===== src/rtl/note_recorder.sv =====
`default_nettype none
// ============================================================================
//  Module   : note_recorder
//  Purpose  : Captures live keyboard notes and writes {note, duration} words
//             to the song memory through a valid/ready write port.
//  Option   : RECORDER_TAIL_MARK_EN appends an all-ones end-of-song marker.
//  Revision : 1.0  initial release
// ============================================================================
module note_recorder #(
   parameter int NOTE_W = 5,
   parameter int DUR_W  = 4,
   parameter int DEPTH  = 64,
   parameter int ADDR_W = 6
) (
   input  logic                      clk,
   input  logic                      rst,
   input  logic                      rec_start,
   input  logic                      rec_stop,
   input  logic                      tick,
   input  logic [NOTE_W-1:0]         note_in,
   input  logic                      wr_ready,
   output logic                      wr_en,
   output logic [NOTE_W+DUR_W-1:0]   wr_data,
   output logic [ADDR_W-1:0]         wr_addr,
   output logic [ADDR_W:0]           length,
   output logic                      recording,
   output logic                      full,
   output logic                      overrun,
   output logic                      done
);

   localparam int WORD_W = NOTE_W + DUR_W;
`ifdef RECORDER_TAIL_MARK_EN
   localparam logic c_tail_en    = 1'b1;
   localparam int   c_cap_words  = DEPTH - 1;
`else
   localparam logic c_tail_en    = 1'b0;
   localparam int   c_cap_words  = DEPTH;
`endif
   localparam logic [DUR_W-1:0]  c_dur_max = '1;
   localparam logic [ADDR_W+1:0] c_cap     = (ADDR_W+2)'(c_cap_words);

   typedef enum logic [2:0] {
      S_IDLE    = 3'd0,
      S_ARMED   = 3'd1,
      S_CAPTURE = 3'd2,
      S_DRAIN   = 3'd3,
      S_DONE    = 3'd4
   } state_t;

   state_t              state_q, state_d;
   logic [NOTE_W-1:0]   note_q, note_d;
   logic [DUR_W-1:0]    dur_q, dur_d;
   logic                pend_vld_q, pend_vld_d;
   logic [WORD_W-1:0]   pend_data_q, pend_data_d;
   logic [ADDR_W-1:0]   addr_q, addr_d;
   logic [ADDR_W:0]     len_q, len_d;
   logic                full_q, full_d;
   logic                ovr_q, ovr_d;
   logic                mark_q, mark_d;

   logic                w_accept;
   logic                w_buf_free;
   logic [DUR_W-1:0]    w_dur_fin;
   logic                w_seg_vld;
   logic [WORD_W-1:0]   w_seg_word;
   logic                w_end_cap;
   logic [ADDR_W+1:0]   w_occ_next;
   logic                w_cap_hit;

   assign w_accept   = pend_vld_q && wr_ready;
   assign w_buf_free = !pend_vld_q || w_accept;
   // A tick arriving in the cycle a segment ends still belongs to that segment.
   assign w_dur_fin  = (tick && (dur_q != c_dur_max)) ? dur_q + DUR_W'(1) : dur_q;
   // Accepted plus pending words is invariant under acceptance, so this is the
   // occupancy once the new segment lands in the (free) buffer.
   assign w_occ_next = {1'b0, len_q} + (ADDR_W+2)'(pend_vld_q) + (ADDR_W+2)'(1);
   assign w_cap_hit  = (w_occ_next >= c_cap);

   always_comb begin
      state_d     = state_q;
      note_d      = note_q;
      dur_d       = dur_q;
      pend_vld_d  = pend_vld_q;
      pend_data_d = pend_data_q;
      addr_d      = addr_q;
      len_d       = len_q;
      full_d      = full_q;
      ovr_d       = ovr_q;
      mark_d      = mark_q;
      w_seg_vld   = 1'b0;
      w_seg_word  = {note_q, w_dur_fin};
      w_end_cap   = 1'b0;

      if (w_accept) begin
         pend_vld_d = 1'b0;
         addr_d     = addr_q + ADDR_W'(1);
         len_d      = len_q + (ADDR_W+1)'(1);
      end

      case (state_q)
         S_IDLE, S_DONE: begin
            if (rec_start && !rec_stop) begin
               state_d = S_ARMED;
               addr_d  = '0;
               len_d   = '0;
               full_d  = 1'b0;
               ovr_d   = 1'b0;
            end
         end
         S_ARMED: begin
            if (rec_stop) begin
               state_d = S_DONE;
            end else if (note_in != '0) begin
               note_d  = note_in;
               dur_d   = '0;
               state_d = S_CAPTURE;
            end
         end
         S_CAPTURE: begin
            if (rec_stop) begin
               // Trailing rests and zero-length tails are not stored.
               w_seg_vld = (note_q != '0) && (w_dur_fin != '0);
               w_end_cap = 1'b1;
            end else if (note_in != note_q) begin
               w_seg_vld = (w_dur_fin != '0);
               note_d    = note_in;
               dur_d     = '0;
            end else begin
               dur_d     = w_dur_fin;
            end
         end
         S_DRAIN: begin
            if (w_buf_free) begin
               if (mark_q) begin
                  pend_vld_d  = 1'b1;
                  pend_data_d = '1;
                  mark_d      = 1'b0;
               end else begin
                  state_d = S_DONE;
               end
            end
         end
         default: state_d = S_IDLE;
      endcase

      if (w_seg_vld) begin
         if (w_buf_free) begin
            pend_vld_d  = 1'b1;
            pend_data_d = w_seg_word;
            if (w_cap_hit) begin
               full_d    = 1'b1;
               w_end_cap = 1'b1;
            end
         end else begin
            ovr_d = 1'b1;
         end
      end

      if (w_end_cap) begin
         state_d = S_DRAIN;
         mark_d  = c_tail_en;
      end
   end

   always_ff @(posedge clk) begin
      if (rst) begin
         state_q     <= S_IDLE;
         note_q      <= '0;
         dur_q       <= '0;
         pend_vld_q  <= 1'b0;
         pend_data_q <= '0;
         addr_q      <= '0;
         len_q       <= '0;
         full_q      <= 1'b0;
         ovr_q       <= 1'b0;
         mark_q      <= 1'b0;
      end else begin
         state_q     <= state_d;
         note_q      <= note_d;
         dur_q       <= dur_d;
         pend_vld_q  <= pend_vld_d;
         pend_data_q <= pend_data_d;
         addr_q      <= addr_d;
         len_q       <= len_d;
         full_q      <= full_d;
         ovr_q       <= ovr_d;
         mark_q      <= mark_d;
      end
   end

   assign wr_en     = pend_vld_q;
   assign wr_data   = pend_data_q;
   assign wr_addr   = addr_q;
   assign length    = len_q;
   assign recording = (state_q == S_ARMED) || (state_q == S_CAPTURE);
   assign full      = full_q;
   assign overrun   = ovr_q;
   assign done      = (state_q == S_DONE);

endmodule
`default_nettype wire


===== config.mk =====
export PLATFORM = sky130hd
export DESIGN_NAME = note_recorder
export DESIGN_NICKNAME = d
export VERILOG_FILES = /design/src/rtl/note_recorder.sv
export SDC_FILE = /design/constraint.sdc
export NUM_CORES = 1
export LEC_CHECK = 0
export CORE_UTILIZATION = 49
export CTS_CLUSTER_SIZE = 20
export DETAILED_ROUTE_END_ITERATION = 7
export GPL_TIMING_DRIVEN = 0
export PLACE_DENSITY = 0.76
export SLEW_MARGIN = 20
export SYNTH_ARGS = -nofsm -noshare
export SYNTH_HDL_FRONTEND = slang
export SYNTH_SLANG_ARGS = --single-unit

===== constraint.sdc =====
create_clock -name clk -period 2.6 [get_ports clk]
set_clock_uncertainty 0.05 [all_clocks]
set_input_delay 0.39 -clock clk [delete_from_list [all_inputs] [get_ports clk]]
set_output_delay 0.39 -clock clk [all_outputs]
set_load 0.03 [all_outputs]

# --- Word level (Yosys, flattened, before mapping) ---
# Index checks and enable logic that the tools add are counted.
word_totals:
  ff_bits: 37
  inputBits: 11
  output_inout_bits: 27
  elab_cells: 99
classes:
  n_addsub: 5
  order_cmp: 1
  n_eq_ne: 17
  mux: 45
  n_bitwise: 1
  reduce_logical: 20
ops:
  columns: ["cell", "n"]
  rows:
  - ["$mux 7", 3]
  - ["$mux 1", 20]
  - ["$mux 4", 5]
  - ["$mux 5", 4]
  - ["$mux 6", 3]
  - ["$mux 9", 2]
  - ["$ne 2x2->1 const B", 7]
  - ["$mux 3", 4]
  - ["$pmux 3 s4", 1]
  - ["$reduce_and 4->1", 3]
  - ["$pmux 5 s2", 1]
  - ["$reduce_bool 5->1", 2]
  - ["$ne 3x3->1 const B", 3]
  - ["$add 7x1->8", 1]
  - ["$add 8x1->8 const B", 1]
  - ["$ge 8x7->1 const B", 1]
  - ["$ne 4x4->1 const B", 2]
  - ["$pmux 4 s2", 1]
  - ["$add 7x1->7 const B", 1]
  - ["$add 6x1->6 const B", 1]
  - ["$eq 3x2->1 const B", 2]
  - ["$ne 5x5->1", 1]
  - ["$reduce_and 5->1", 1]
  - ["$add 4x1->4 const B", 1]
  - ["12 further kinds", 18]

# --- Longest topological paths before layout ---
depth:
  word_depth: 10
  mapped_depth: 7
  mapped_depth_nobuf: 7

# --- Worst setup path after synthesis ---
# No wires, ideal clock.
synth_timing:
  path_kind: "reg-to-reg"
  from: "register dur_q[0]"
  to: "register pend_data_q[6], in the netlist wr_data[6]"
  setup_time_ns: 0.116
  arrival_ns: 1.686
  required_time_ns: 2.434
  path_slack_ns: 0.747
  stages_incl_launch_ff: 7
  path_buffers: 0
  synth_period_minus_slack_ns: 1.853
  path_cell_list: "dfxtp_1 > ha_1 > nand3_2 > a211oi_1 > o211a_1 > nor3_1 > a31o_2"
synth_via:
  elab_chain_len: 8
  word_cells_on_any_way: 10
  classes_between: "add/sub: 1; eq/ne: 1; mux: 4; reduce/logical: 4"
synth_lines:
  columns: ["element", "line", "text"]
  rows:
  - ["start: declaration", "53", "logic [DUR_W-1:0] dur_q, dur_d;"]
  - ["start signal: assignment", "181", "dur_q <= dur_d;"]
  - ["branches (longest 2 deep; another with $add 4x1->4)", null, null]
  - ["$mux 4 *", "74", "assign w_dur_fin = (tick && (dur_q != c_dur_max)) ? dur_q + DUR_W'(1) : dur_q;"]
  - ["$reduce_bool 4->1 *", "123, 126", null]
  - ["$mux 1 / $logic_and 1x1->1 (equally long branches)", "125, 123", null]
  - ["$mux 1 *", "121", "if (rec_stop) begin"]
  - ["$mux 1 *", "101", "case (state_q)"]
  - ["$reduce_and 2->1 (no line) *", null, null]
  - ["end signal: assignment", "183", "pend_data_q <= pend_data_d;"]
  - ["end: declaration", "55", "logic [WORD_W-1:0] pend_data_q, pend_data_d;"]
# Every way passes the cells marked *.
# A chain may end at the register's enable or synchronous reset.

# --- Worst setup path after layout ---
layout_timing:
  from: "register state_q[1]"
  to: "output port recording"
layout_via:
  elab_chain_len: 2
  word_cells_on_any_way: 3
  classes_between: "eq/ne: 2; reduce/logical: 1"
layout_lines:
  columns: ["element", "line", "text"]
  rows:
  - ["start: declaration", "51", "state_t state_q, state_d;"]
  - ["start signal: assignment", "179", "state_q <= state_d;"]
  - ["$eq 3x1->1 / $eq 3x2->1 (equally long branches)", "196", "assign recording = (state_q == S_ARMED) || (state_q == S_CAPTURE);"]
  - ["$logic_or 1x1->1 *", "196", null]
  - ["end: declaration", "26", "output logic recording,"]
# Every way passes the cells marked *; elsewhere a longest branch is shown, timed or not.

==> results.json <==
{
  "status": "finished clean",
  "share_seq_of_total_power_pct": 46.3,
  "critPathRequiredTime_ns": 2.16,
  "relSlewSlack_pct": 39.3,
  "grt_usage_pct": 21.9,
  "synth_nets": 237,
  "worstSetupPathDepth": 4,
  "r2r-end": "wr_data[6]",
  "drc": 0,
  "critPathCapture": "recording",
  "grt_max_degree": 12,
  "cts_tree": "built",
  "criticalPathCategory": "reg -> out",
  "clock_path_buffers": 2,
  "cp-end-kind": "primary output",
  "cts.sinks": 37,
  "busiest_layer": "met2",
  "hold_buffers": 0,
  "ios": 38,
  "timing.fmax_mhz": 431,
  "report.final.slew_viol_count": 0,
  "die-area_um2": 4220,
  "cts_setup_buffers": 0,
  "worstSetupStartpoint": "state_q[1]",
  "critPathMaxFanout": 10,
  "clockRootBuffer": "clkbuf_8",
  "r2r-start": "dur_q[0]",
  "synth.yosys.seq_area_share_pct": 38.2,
  "port_buffers": 37,
  "drt-initial-drc-count": 51,
  "synth_edf_count": 0,
  "yosysWarningCount": 0,
  "p_comb_share_pct": 12.7,
  "fin_nets": 281,
  "total_power_uw": 1260,
  "wl_per_cell_um": 13.3,
  "synth_cell_types": 52,
  "clock_latency_ns": 0.29,
  "finalNonFillerCells": 314,
  "met3_usage_pct": 4.75,
  "rsz0062_at_grt": "false",
  "p_switching_uw": 309,
  "synth_area_um2": 1940,
  "use_met1_pct": 26.0,
  "swShare_pct": 24.4,
  "syn_inst": 221,
  "worst-path-buf-inv": 2,
  "hpwl_um": 3080,
  "vias": 1725,
  "core_region_area_um2": 3720,
  "num_rows": 22,
  "synth_seq_cells": 37,
  "cap_violations": 0,
  "cts_buffers": 5,
  "rrSetupSlack_ns": 0.48,
  "post_cts_resized": 0,
  "critPathArrivalTime_ns": 1.88,
  "slowest_stage": "clkdlybuf4s50_1",
  "grt_pass1_wl_um": 7200,
  "grt_pass1_vias": 1633,
  "gp_congestion": 0.834,
  "n_antenna_cell": 0,
  "ant_nets": 0,
  "synth-main-ff-cell": "dfxtp_1",
  "wl_um": 4180,
  "finalSetupViolations": 0,
  "place_inst": 306,
  "crit_path_start_kind": "flip-flop",
  "overflow": 0,
  "drive_gt1_share_pct": 9.40,
  "reg2regPathDepth": 6,
  "dieWidth_um": 64.9,
  "drt_first_pass_iters": 4,
  "slowest_delay_ns": 0.67,
  "path_clk_slew_ns": 0.07,
  "syn_avg_cell_area_um2": 8.78,
  "gr-usage-met2_pct": 38.5,
  "hp-start": "full",
  "async_flop_share_pct": 0,
  "cp_cell_sequence": "buf_1, xnor2_1, nor2_1, clkdlybuf4s50_1",
  "period_share_pct": 89.2,
  "chipHeight_um": 64.9,
  "vias_per_cell": 5.49,
  "ir_drop_v": 0.000433,
  "antenna_found_initial": 0,
  "area_growth_pct": 28.2,
  "worstMarginPinSlew_ns": 0.903,
  "p_int_uw": 955,
  "clock_power_share_pct": 41.0,
  "period_needed_ns": 2.32,
  "hold_viol": 0,
  "crit_family": "buffers and inverters",
  "ctsHtreeMaxLevel": 2,
  "leakagePower_uw": 0.000894,
  "power.density_nw_per_um2": 508,
  "hold_class": "reg -> reg",
  "initial_core_util_pct": 52.2
}
==> cells by family (layout without fill, tap and decap cells) <==
| group | after synthesis | after routing | share of synthesized area, % |
|---|---|---|---|
| XOR/XNOR | 15 | 15 | 6.77 |
| flip-flops | 37 | 37 | 38.2 |
| AND/OR/NAND/NOR | 85 | 85 | 22.2 |
| multiplexers | 9 | 9 | 4.77 |
| buffers and inverters | 16 | 61 | 4.06 |
| adder cells (fa/ha/maj) | 5 | 5 | 3.22 |
| AO/OA/AOI/OAI | 54 | 54 | 20.8 |
==> stage by stage <==
| stage | hold WS [ns] | utilization, % | worst slack, ns | area [um2] | TNS [ns] |
|---|---|---|---|---|---|
| after detailed placement | 0.417 | 63.8 | 0.00739 | 2370 | 0 |
| after global routing | 0.446 | 66.9 | 0.121 | 2490 | 0 |
| after global placement | 0.413 | 63.8 | -0.00758 | 2370 | -0.0151 |
| after floorplan | 0.429 | - | 0.747 | 1940 | 0 |
| final | 0.422 | 66.9 | 0.281 | 2490 | 0 |
| after CTS | 0.427 | 66.9 | 0.265 | 2490 | 0 |
==> worst min-delay path by stage <==
stage                 end  cells after the start  slack [ns]
2_1_floorplan   note_q[3]                      2        0.43
3_3_place_gp   wr_data[3]                      2        0.41
3_5_place_dp         full                      2        0.42
4_1_cts        wr_data[3]                      2        0.43
5_1_grt              full                      2        0.45
6_report             full                      2        0.42
==> worst min-delay path, cell delays in order, from the launching register on <==
cell and delay (ns):
dfxtp_1 0.31, inv_1 0.05, o32ai_1 0.06
==> power by group through the flow <==
stage | Sequential (uW) | Clock (uW) | Combinational, uW
3_3_place_gp | 598 | 0 | 158
6_report | 585 | 518 | 161
3_5_place_dp | 598 | 0 | 159
5_1_grt | 585 | 551 | 176
2_1_floorplan | 598 | 0 | 108
4_1_cts | 584 | 527 | 161
==> cell usage in the layout (no fill, tap or decap), types with 3 or more instances in the layout <==
cell type / count
o21ai_0: 10
nand2_1: 21
nand2b_1: 4
xor2_1: 7
o31ai_1: 3
nor2_1: 23
clkdlybuf4s50_1: 37
a21oi_1: 18
nor4_1: 3
nand3_1: 9
ha_1: 5
inv_1: 7
nor3_1: 5
clkbuf_8: 7
xnor2_1: 8
clkbuf_1: 5
dfxtp_1: 37
nand4_1: 6
a22oi_1: 3
mux2i_1: 7
==> layer usage <==
| layer | wire length (um) | share of wire [%] |
|---|---|---|
| met5 | 0 | 0 |
| met4 | 61 | 1.5 |
| met3 | 182 | 4.4 |
| met2 | 2010 | 48 |
| met1 | 1920 | 46 |
==> sequential cells by signal, indices dropped and copies added (netlist names) <==
register / count
dur_q: 4
length: 7
full: 1
note_q: 5
overrun: 1
state_q: 3
wr_en: 1
wr_addr: 6
wr_data: 9
==> final cells by class <==
cell class	instances	area, um2
Clock inverter	1	30.0
Multi-Input combinational cell	168	1120
Timing Repair Buffer	37	370
Tap cell	48	60.1
Buffer	8	48.8
Inverter	8	30.0
Fill cell	331	1230
Sequential cell	37	741
Clock buffer	7	86.3
==> cell usage after synthesis (all sizes together), types with 2 or more instances <==
| cell | number | share of area (%) |
|---|---|---|
| xor2 | 7 | 3.2 |
| o31ai | 3 | 1.2 |
| nand4 | 6 | 1.9 |
| clkbuf | 5 | 1.5 |
| o32ai | 2 | 0.90 |
| nand2b | 4 | 1.3 |
| nor2 | 23 | 4.4 |
| nand3 | 11 | 3.4 |
| nand2 | 22 | 4.6 |
| nor4 | 3 | 0.97 |
| a31o | 2 | 0.90 |
| a21oi | 19 | 5.1 |
| buf | 3 | 1.0 |
| inv | 7 | 1.4 |
| dfxtp | 37 | 38 |
| nor3 | 5 | 1.3 |
| a211oi | 2 | 1.4 |
| xnor2 | 8 | 3.6 |
| o211ai | 2 | 1.5 |
| and2b | 2 | 0.84 |
| and2 | 2 | 0.64 |
| a22oi | 3 | 1.2 |
| mux2 | 2 | 1.2 |
| or3 | 2 | 0.64 |
| ha | 5 | 3.2 |
| mux2i | 7 | 3.6 |
| a31oi | 2 | 0.64 |
| o21ai | 10 | 2.6 |
No activity file was read; power rests on OpenSTA's default activity.
